==> src/rtl/i2c_state_pkg.sv <==
// Shared types and defaults for the I2C memory datapath.
// Latency: n/a (declarations only).
// Backpressure: n/a.
package i2c_state_pkg;

   localparam int I2C_MEM_ADDR_W = 8;
   localparam int I2C_MEM_DATA_W = 8;

   // Latency counter is wide enough for read latencies 1..4.
   localparam int RD_CNT_W = 2;

   // One-hot bit positions of the read prefetch state.
   localparam int RD_IDLE_BIT  = 0;
   localparam int RD_ISSUE_BIT = 1;
   localparam int RD_WAIT_BIT  = 2;
   localparam int RD_VALID_BIT = 3;

   typedef enum logic [3:0] {
      RD_IDLE  = 4'b0001,
      RD_ISSUE = 4'b0010,
      RD_WAIT  = 4'b0100,
      RD_VALID = 4'b1000
   } rd_state_t;

endpackage

==> src/rtl/i2c_mem_rd_prefetch.sv <==
// Read prefetch: on a read_mem rising edge fetch one RAM byte into tx_byte for the transmit shifter.
// Latency: tx_byte_valid rises RAM_RD_LAT+1 cycles after the read_mem rising edge.
// Backpressure: none; a falling read_mem aborts the fetch or ends the valid window.
module i2c_mem_rd_prefetch
   import i2c_state_pkg::*;
#(
   parameter int DATA_W     = I2C_MEM_DATA_W,
   parameter int RAM_RD_LAT = 1
) (
   input  logic              clk,
   input  logic              rst_n,
   input  logic              clear_i,
   input  logic              read_mem_i,
   input  logic              block_i,
   input  logic [DATA_W-1:0] ram_rdata_i,
   output logic              ram_rden_o,
   output logic [DATA_W-1:0] tx_byte_o,
   output logic              tx_byte_valid_o
);

   rd_state_t           state_q, state_d;
   logic [RD_CNT_W-1:0] cnt_q, cnt_d;
   logic [DATA_W-1:0]   tx_q, tx_d;
   logic                read_mem_q;
   logic                read_mem_rise;

   assign read_mem_rise = read_mem_i & ~read_mem_q;

   // Next-state: issue, wait out the RAM latency, then hold the byte while the master reads.
   always_comb begin
      state_d = state_q;
      cnt_d   = cnt_q;
      tx_d    = tx_q;
      if (clear_i) begin
         state_d = RD_IDLE;
      end else begin
         case (state_q)
            RD_IDLE: begin
               if (read_mem_rise && !block_i) state_d = RD_ISSUE;
            end
            RD_ISSUE: begin
               if (!read_mem_i) begin
                  state_d = RD_IDLE;
               end else begin
                  cnt_d   = RD_CNT_W'(RAM_RD_LAT - 1);
                  state_d = RD_WAIT;
               end
            end
            RD_WAIT: begin
               if (!read_mem_i) begin
                  state_d = RD_IDLE;
               end else if (cnt_q == '0) begin
                  tx_d    = ram_rdata_i;
                  state_d = RD_VALID;
               end else begin
                  cnt_d = cnt_q - RD_CNT_W'(1);
               end
            end
            RD_VALID: begin
               if (!read_mem_i) state_d = RD_IDLE;
            end
            default: state_d = RD_IDLE;
         endcase
      end
   end

   // State, counter, byte and edge-detect registers; a clear forgets the previous read_mem level.
   always_ff @(posedge clk or negedge rst_n) begin
      if (!rst_n) begin
         state_q    <= RD_IDLE;
         cnt_q      <= '0;
         tx_q       <= '0;
         read_mem_q <= 1'b0;
      end else begin
         state_q    <= state_d;
         cnt_q      <= cnt_d;
         tx_q       <= tx_d;
         read_mem_q <= clear_i ? 1'b0 : read_mem_i;
      end
   end

   assign ram_rden_o      = state_q[RD_ISSUE_BIT];
   assign tx_byte_valid_o = state_q[RD_VALID_BIT];
   assign tx_byte_o       = tx_q;

endmodule

==> src/rtl/i2c_mem_datapath.sv <==
// Memory-side datapath: address pointer, write path, read prefetch and sticky mem_nack.
// Latency: pointer/data capture 1 cycle, ram_wren 1 cycle after wren rises, read data RAM_RD_LAT+1.
// Backpressure: none; out-of-range pointer raises mem_nack. Option: I2C_MEM_ADDR_WRAP_EN (pointer wrap).
module i2c_mem_datapath
   import i2c_state_pkg::*;
#(
   parameter int ADDR_W     = I2C_MEM_ADDR_W,
   parameter int DATA_W     = I2C_MEM_DATA_W,
   parameter int DEPTH      = 256,
   parameter int RAM_RD_LAT = 1
) (
   input  logic              clk,
   input  logic              rst_n,
   input  logic              i2c_wait,
   input  logic [DATA_W-1:0] rx_byte,
   input  logic              rx_byte_valid,
   input  logic              read_mem_address,
   input  logic              write_mem,
   input  logic              wren,
   input  logic              increment_mem_address,
   input  logic              read_mem,
   output logic [ADDR_W-1:0] ram_addr,
   output logic [DATA_W-1:0] ram_wdata,
   output logic              ram_wren,
   output logic              ram_rden,
   input  logic [DATA_W-1:0] ram_rdata,
   output logic [DATA_W-1:0] tx_byte,
   output logic              tx_byte_valid,
   output logic              mem_nack
);

   logic [ADDR_W-1:0] addr_q, addr_d;
   logic [DATA_W-1:0] wdata_q, wdata_d;
   logic              nack_q, nack_d;
   logic              wren_q, wren_d;
   logic              wr_pulse_q, wr_pulse_d;
   logic              rx_oor;
   logic              at_end;

   assign rx_oor = (32'(rx_byte) >= 32'(DEPTH));
   assign at_end = (32'(addr_q) == 32'(DEPTH - 1));

   // Pointer, write data and nack next-state; i2c_wait beats address capture beats increment.
   always_comb begin
      addr_d     = addr_q;
      wdata_d    = wdata_q;
      nack_d     = nack_q;
      wren_d     = wren & ~i2c_wait;
      wr_pulse_d = wren & ~wren_q & ~nack_q & ~i2c_wait;
      if (i2c_wait) begin
         nack_d = 1'b0;
      end else if (rx_byte_valid && read_mem_address) begin
         addr_d = rx_byte[ADDR_W-1:0];
         if (rx_oor) nack_d = 1'b1;
      end else if (increment_mem_address) begin
         if (at_end) begin
`ifdef I2C_MEM_ADDR_WRAP_EN
            addr_d = '0;
`else
            nack_d = 1'b1;
`endif
         end else begin
            addr_d = addr_q + ADDR_W'(1);
         end
      end
      if (rx_byte_valid && write_mem) wdata_d = rx_byte;
   end

   // Datapath registers; the write strobe is a registered rising edge of wren.
   always_ff @(posedge clk or negedge rst_n) begin
      if (!rst_n) begin
         addr_q     <= '0;
         wdata_q    <= '0;
         nack_q     <= 1'b0;
         wren_q     <= 1'b0;
         wr_pulse_q <= 1'b0;
      end else begin
         addr_q     <= addr_d;
         wdata_q    <= wdata_d;
         nack_q     <= nack_d;
         wren_q     <= wren_d;
         wr_pulse_q <= wr_pulse_d;
      end
   end

   i2c_mem_rd_prefetch #(
      .DATA_W     (DATA_W),
      .RAM_RD_LAT (RAM_RD_LAT)
   ) u_rd_prefetch (
      .clk             (clk),
      .rst_n           (rst_n),
      .clear_i         (i2c_wait),
      .read_mem_i      (read_mem),
      .block_i         (nack_q),
      .ram_rdata_i     (ram_rdata),
      .ram_rden_o      (ram_rden),
      .tx_byte_o       (tx_byte),
      .tx_byte_valid_o (tx_byte_valid)
   );

   assign ram_addr  = addr_q;
   assign ram_wdata = wdata_q;
   assign ram_wren  = wr_pulse_q;
   assign mem_nack  = nack_q;

endmodule

==> config.mk <==
export PLATFORM = sky130hd
export DESIGN_NAME = i2c_mem_datapath
export DESIGN_NICKNAME = d
export VERILOG_FILES = /design/src/rtl/i2c_state_pkg.sv /design/src/rtl/i2c_mem_rd_prefetch.sv /design/src/rtl/i2c_mem_datapath.sv
export SDC_FILE = /design/constraint.sdc
export NUM_CORES = 1
export LEC_CHECK = 0
export ABC_CLOCK_PERIOD_IN_PS = 2500
export BUFFER_PORTS_ARGS = -buffer_cell sky130_fd_sc_hd__buf_2
export CAP_MARGIN = 40
export CORE_MARGIN = 10
export CORE_UTILIZATION = 51
export CTS_CLUSTER_DIAMETER = 50
export DETAILED_ROUTE_END_ITERATION = 6
export HOLD_SLACK_MARGIN = 0.06
export PLACE_DENSITY = 0.8
export SLEW_MARGIN = 25
export SYNTH_ARGS = -nofsm -noshare
export SYNTH_HDL_FRONTEND = slang
export SYNTH_HIERARCHICAL = 1
export SYNTH_SLANG_ARGS = --single-unit
==> constraint.sdc <==
create_clock -name clk -period 2.5 [get_ports clk]
set_clock_uncertainty 0.05 [all_clocks]
set_input_delay 0.375 -clock clk [delete_from_list [all_inputs] [get_ports clk]]
set_output_delay 0.375 -clock clk [all_outputs]
set_load 0.05 [all_outputs]
After elaboration in Yosys (flattened, before gate mapping)
Cells that the tools add are included.
Word-level totals
  register bits: 34
  latch bits: 0
  bits in writable memories: 0
  memory bits (read-only): 0
  memories: 0
Cells by class
  add/sub/neg operators: 2
  multipliers: 0
  divide/modulo/power cells: 0
  order comparisons: 0
  equality and inequality tests: 13
  shift-type cells: 0
  multiplexer cells: 19
  bitwise gates (word level): 9
  reduce and logical (&&, ||, !) cells: 14
Operator list (count)
  8-bit 2-to-1 mux: 3
  4-bit 2-to-1 mux: 5
  4-bit case mux with 4 select lines: 1
  3-bit AND reduction: 3
  8-bit by 1-bit adder with 8-bit output (second input constant): 1
  8-bit equality test (second input constant): 1
  2-bit != test (second input constant): 4
  2-bit nonzero test: 4
  2-bit 2-to-1 mux: 3
  1-bit AND: 5
  1-bit 2-to-1 mux: 5
  5-bit AND reduction: 1
  4-bit by 1-bit equality test with 1-bit output (second input constant): 1
  4-bit by 2-bit equality test with 1-bit output (second input constant): 1
  4-bit by 3-bit equality test with 1-bit output (second input constant): 1
  4-bit equality test (second input constant): 1
  4-bit by 3-bit != test with 1-bit output (second input constant): 1
  1-bit inverter: 4
  2-bit case mux with 2 select lines: 1
  4-bit AND reduction: 1
  1-bit logical AND: 3
  3-bit 2-to-1 mux: 1
  3-bit by 2-bit != test with 1-bit output (second input constant): 1
  3-bit != test (second input constant): 1
  4 further kinds: 4

Logic depth before layout (Yosys ltp)
  depth after elaboration: 6
  depth in mapped cells: 5
  depth with buffers taken out: 5

Hierarchy
Netlist, hierarchy kept.
By module, submodules not included
  i2c_mem_datapath: instances 1, cells an instance 90, area an instance 960.9 µm²
  i2c_mem_rd_prefetch: instances 1, cells an instance 54, area an instance 696.9 µm²

Least setup slack after synthesis
OpenSTA, ideal clock, no wires.
  kind: register to register
  from: reg addr_q[0], in the netlist ram_addr[0]
  to: reg addr_q[6], in the netlist ram_addr[6]
  library setup time: 0.126 ns
  data arrival time: 1.769 ns
  slack: 0.555 ns
  stages on the path, launching flop included: 6
  path buffers: 0
  period minus slack after synthesis: 1.945 ns
  cell sequence: dfrtp_1 > ha_1 > nand4_1 > o41ai_1 > nor2_1 > a221o_1
On the way
  longest elaborated chain between the ends: 4
  elaborated cells between the ends (all ways): 7
  those cells by class: add/sub: 1; eq/ne: 2; mux: 3; reduce/logical: 1
RTL lines
  start: declaration: line i2c_mem_datapath.sv:32  | logic [ADDR_W-1:0] addr_q, addr_d;
  start signal: assignment: line i2c_mem_datapath.sv:78  | addr_q <= addr_d;
  8-bit by 1-bit adder with 8-bit output: line i2c_mem_datapath.sv:63  | addr_d = addr_q + ADDR_W'(1);
  8-bit 2-to-1 mux: line i2c_mem_datapath.sv:56  | if (at_end) begin
  8-bit 2-to-1 mux: line i2c_mem_datapath.sv:55  | end else if (increment_mem_address) begin
  8-bit 2-to-1 mux: line i2c_mem_datapath.sv:52  | end else if (rx_byte_valid && read_mem_address) begin
Parallel ways exist; a longest one is shown, timed or not. The select of a mux whose other input is x is not followed.
A chain may end at the register's enable or synchronous reset.

Final worst setup path
  from: reg u_rd_prefetch.cnt_q[0]
  to: reg u_rd_prefetch.tx_q[4], in the netlist u_rd_prefetch/tx_byte_o[4]
On the way
  longest elaborated chain between the ends: 2
RTL lines
  start: declaration: line i2c_mem_rd_prefetch.sv:22  | logic [RD_CNT_W-1:0] cnt_q, cnt_d;
  start signal: assignment: line i2c_mem_rd_prefetch.sv:76  | cnt_q <= cnt_d;
  2-bit zero test: line i2c_mem_rd_prefetch.sv:52  | end else if (cnt_q == '0) begin
  4-bit AND reduction (no source line)
  end signal: assignment: line i2c_mem_rd_prefetch.sv:77  | tx_q <= tx_d;
  end: declaration: line i2c_mem_rd_prefetch.sv:23  | logic [DATA_W-1:0] tx_q, tx_d;
Every way passes these cells.

==> qor.csv <==
stage,metric,value,unit
finish,Diodes inserted,0,
placement,instance count after placement with tap cells included,237,
synthesis,sequential-to-total area share from yosys stat,0.514,
placement,post-DP HPWL,3190,microns
synthesis,count of flip-flops with a built-in enable after synthesis,0,
timing,final setup vio count,0,
critical_path,endpoint kind of the worst setup timing path,flop,
critical_path,max incr delay on CP,0.46,ns
detailed_routing,iteration count of the initial detailed-routing pass,4,
clock_network,post-CTS sizing,0,
synthesis,post-synthesis area per instance,11.5,sq um
die,I/O Pins,53,
critical_path,launch point of the worst reg-to-reg path,u_rd_prefetch/cnt_q[0],
clock_network,clk buf depth,2,
finish,"most common cell after layout, fill and taps aside",buf_2,
die,die width,77.0,microns
die,die height,77.0,microns
timing,Max transition margin,0.514,
grt,first-pass GRT wire length,6980,microns
placement,pre-CTS setup slack,0.652,ns
grt,overall global routing resource usage,0.144,
min_path,Hold Crit Endpoint,u_rd_prefetch/tx_byte_o[2],
clock_network,TritonCTS clock tree,done,
detailed_routing,routed via count,1360,
synthesis,area of the mapped netlist,0.00166,sq mm
critical_path,Worst Reg-to-Reg Cells,5,
timing,actual transition at the worst max-transition pin,0.729,ns
critical_path,required time at the worst-slack endpoint,2.67,ns
detailed_routing,Wirelength per Cell,16.4,microns
finish,most frequent cells in the layout,"52 x buf_2, 33 x dfrtp_1, 16 x mux2_2",
timing,Final Hold Viols,0,
critical_path,cell at the slowest stage of the critical path,nor4_4,
finish,Final Instance Count excl. Fillers,246,
timing,final cycle utilization of the critical path,0.752,
min_path,worst hold stages,2,
die,Floorplan Core Area,0.00308,sq mm
min_path,hold path startpoint,ram_rdata[2],
timing,post-route setup TNS,0,ns
finish,Total Nets Final,228,
clock_network,clock-pin slew of the registers on the worst-case setup and hold paths,0.10,ns
timing,count of final max-slew check failures,0,
clock_network,clock latency on the worst-skew pair,0.34,ns
run_status,run status,completed,
detailed_routing,DRC violation count after routing,0,
detailed_routing,count of antenna-violating nets left after detailed routing,0,
synthesis,most used flip-flop cell after synthesis,dfrtp_1,
die,std cell rows,20,
synthesis,synth unique cells,44,
finish,share of layout cells above drive strength 1,0.421,
die,effective utilization at floorplan,0.539,
critical_path,setup slack on the worst flop-to-flop path,0.62,ns
detailed_routing,mean number of vias per cell,5.53,
timing,fmax,532,MHz
grt,GR Overflow Total,0,
die,Die Area,0.00593,sq mm
critical_path,Max Fanout on Critical Path,8,
synthesis,number of instances in the synthesized netlist,144,
power_and_ir_drop,Static Leak,0.960,nW
synthesis,"flops & latches, synth",34,
clock_network,maximum level of the CTS H-tree,2,
timing,min setup slack post-route,0.621,ns
grt,maximum number of pins on one net before global-route repair,35,
finish,final instance area,0.00202,sq mm
critical_path,crit path DAT,2.05,ns
finish,Syn-to-layout area delta,22.1,%
timing,Fin Hold WS,0.213,ns
detailed_routing,number of violations reported at the end of detailed-routing iteration 0,69,
timing,crit path time final,1.88,ns
clock_network,clock net sink count,34,
clock_network,buffer type at the clock tree root,clkbuf_4,
placement,routability cong.,0.796,
critical_path,endpoint of the most critical register-to-register path,u_rd_prefetch/tx_byte_o[4],
min_path,type of the most critical hold path,input pin to flop,
detailed_routing,wire length after detailed routing,4040,microns
power_and_ir_drop,Pwr per Cell Area,719,mW/mm^2
grt,number of antenna violations at the first check in global routing,0,
placement,number of port buffers,52,
critical_path,cells traversed along the worst timing path,inv_1 -> ha_1 -> nand3b_1 -> nor4_4 -> mux2_2,
run,max_cap viols,0,
synthesis,synthesized net count,171,
critical_path,critical path launch point type,flop,
grt,via count of the first global-routing pass,1496,
clock_network,Inserted Clock Buffers,5,
critical_path,critical path class,flop to flop,
placement,cell area after placement,0.00195,sq mm
power_and_ir_drop,worst vdd rail ir drop,0.000385,V
synthesis,"Warnings, synthesis",6,
timing,setup repair after global routing missed its margin,no,
synthesis,async set-or-reset flop fraction in the synthesized netlist,1.00,
==> kinds of logic (layout without fill, tap and decap cells) <==
group                    Yosys count  after routing  share of synthesized area
buffers and inverters             10             68                     0.0294
multiplexers                      19             19                      0.127
flip-flops                        34             34                      0.514
AND/OR/NAND/NOR                   50             50                      0.176
adder cells (fa/ha/maj)            2              2                     0.0151
AO/OA/AOI/OAI                     28             28                      0.134
XOR/XNOR                           1              1                    0.00528
==> final cells by class <==
cell class              instances  area [sq um]
clock buffers                   7          55.1
fillers                       253          1050
flip-flops and latches         34           852
repair buffers                 54           278
well taps                      44          55.1
multi-input cells             100           757
inverters                       6          22.5
clock inverters                 1          5.00
==> synthesized netlist by cell type (all sizes together), types with 3 or more instances <==
cell,count,area (sq um)
nor4,4,40.0
mux2,16,180
buf,3,22.5
inv,6,22.5
nand2,13,48.8
a21oi,5,25.0
o21ai,4,20.0
nand2b,4,27.5
nor2,9,33.8
nand4,4,25.0
mux2i,3,30.0
dfrtp,33,826
==> what timing repair did <==
item | in CTS | in global routing
endpoints found under the hold margin | 17 | 0
hold buffers | 1 | 0
buffers inserted | 0 | 0
==> critical path, delay by kind of cell (launching register included) <==
| family | cells | cell delay (ns) |
|---|---|---|
| flip-flops | 1 | 0.42 |
| buffers and inverters | 1 | 0.07 |
| adder cells (fa/ha/maj) | 1 | 0.20 |
| AND/OR/NAND/NOR | 2 | 0.62 |
| multiplexers | 1 | 0.40 |
==> sequential cells by signal, indices dropped and copies added (netlist names) <==
name                      flops
ram_addr                      8
ram_wdata                     8
u_rd_prefetch/tx_byte_o       8
u_rd_prefetch/state_q         4
u_rd_prefetch/cnt_q           2
mem_nack                      1
ram_wren                      1
u_rd_prefetch/read_mem_q      1
wren_q                        1
==> worst max-delay path by stage <==
stage / from / to / depth (start not counted)
2_1_floorplan: ram_addr[0] / ram_addr[6] / 5
3_3_place_gp: i2c_wait / u_rd_prefetch/tx_byte_o[0] / 4
3_5_place_dp: u_rd_prefetch/cnt_q[0] / u_rd_prefetch/tx_byte_o[4] / 5
4_1_cts: u_rd_prefetch/cnt_q[0] / u_rd_prefetch/tx_byte_o[4] / 5
5_1_grt: u_rd_prefetch/cnt_q[0] / u_rd_prefetch/tx_byte_o[0] / 5
6_report: u_rd_prefetch/cnt_q[0] / u_rd_prefetch/tx_byte_o[4] / 5
==> stage by stage <==
stage	power (mW)	utilization
after floorplan	1.02	-
after detailed placement	1.15	0.635
after global placement	1.14	0.635
after global routing	1.54	0.658
final	1.46	0.658
after CTS	1.47	0.658
==> metal layers <==
metal / global-route usage / part of all wire / vias up
met5: 0 / 0 / -
met4: 0.0602 / 0.019 / 0
met3: 0.0501 / 0.068 / 8
met2: 0.259 / 0.53 / 53
met1: 0.148 / 0.39 / 652
li1: - / - / 647
==> report_power, final <==
group	switching, mW	internal (mW)	total (mW)	leakage, nW
Sequential	0.0670	0.609	0.676	0.428
Combinational	0.332	0.133	0.464	0.497
Clock	0.180	0.136	0.316	0.0353
Total	0.579	0.878	1.46	0.960
No activity file was read; power rests on OpenSTA's default activity.
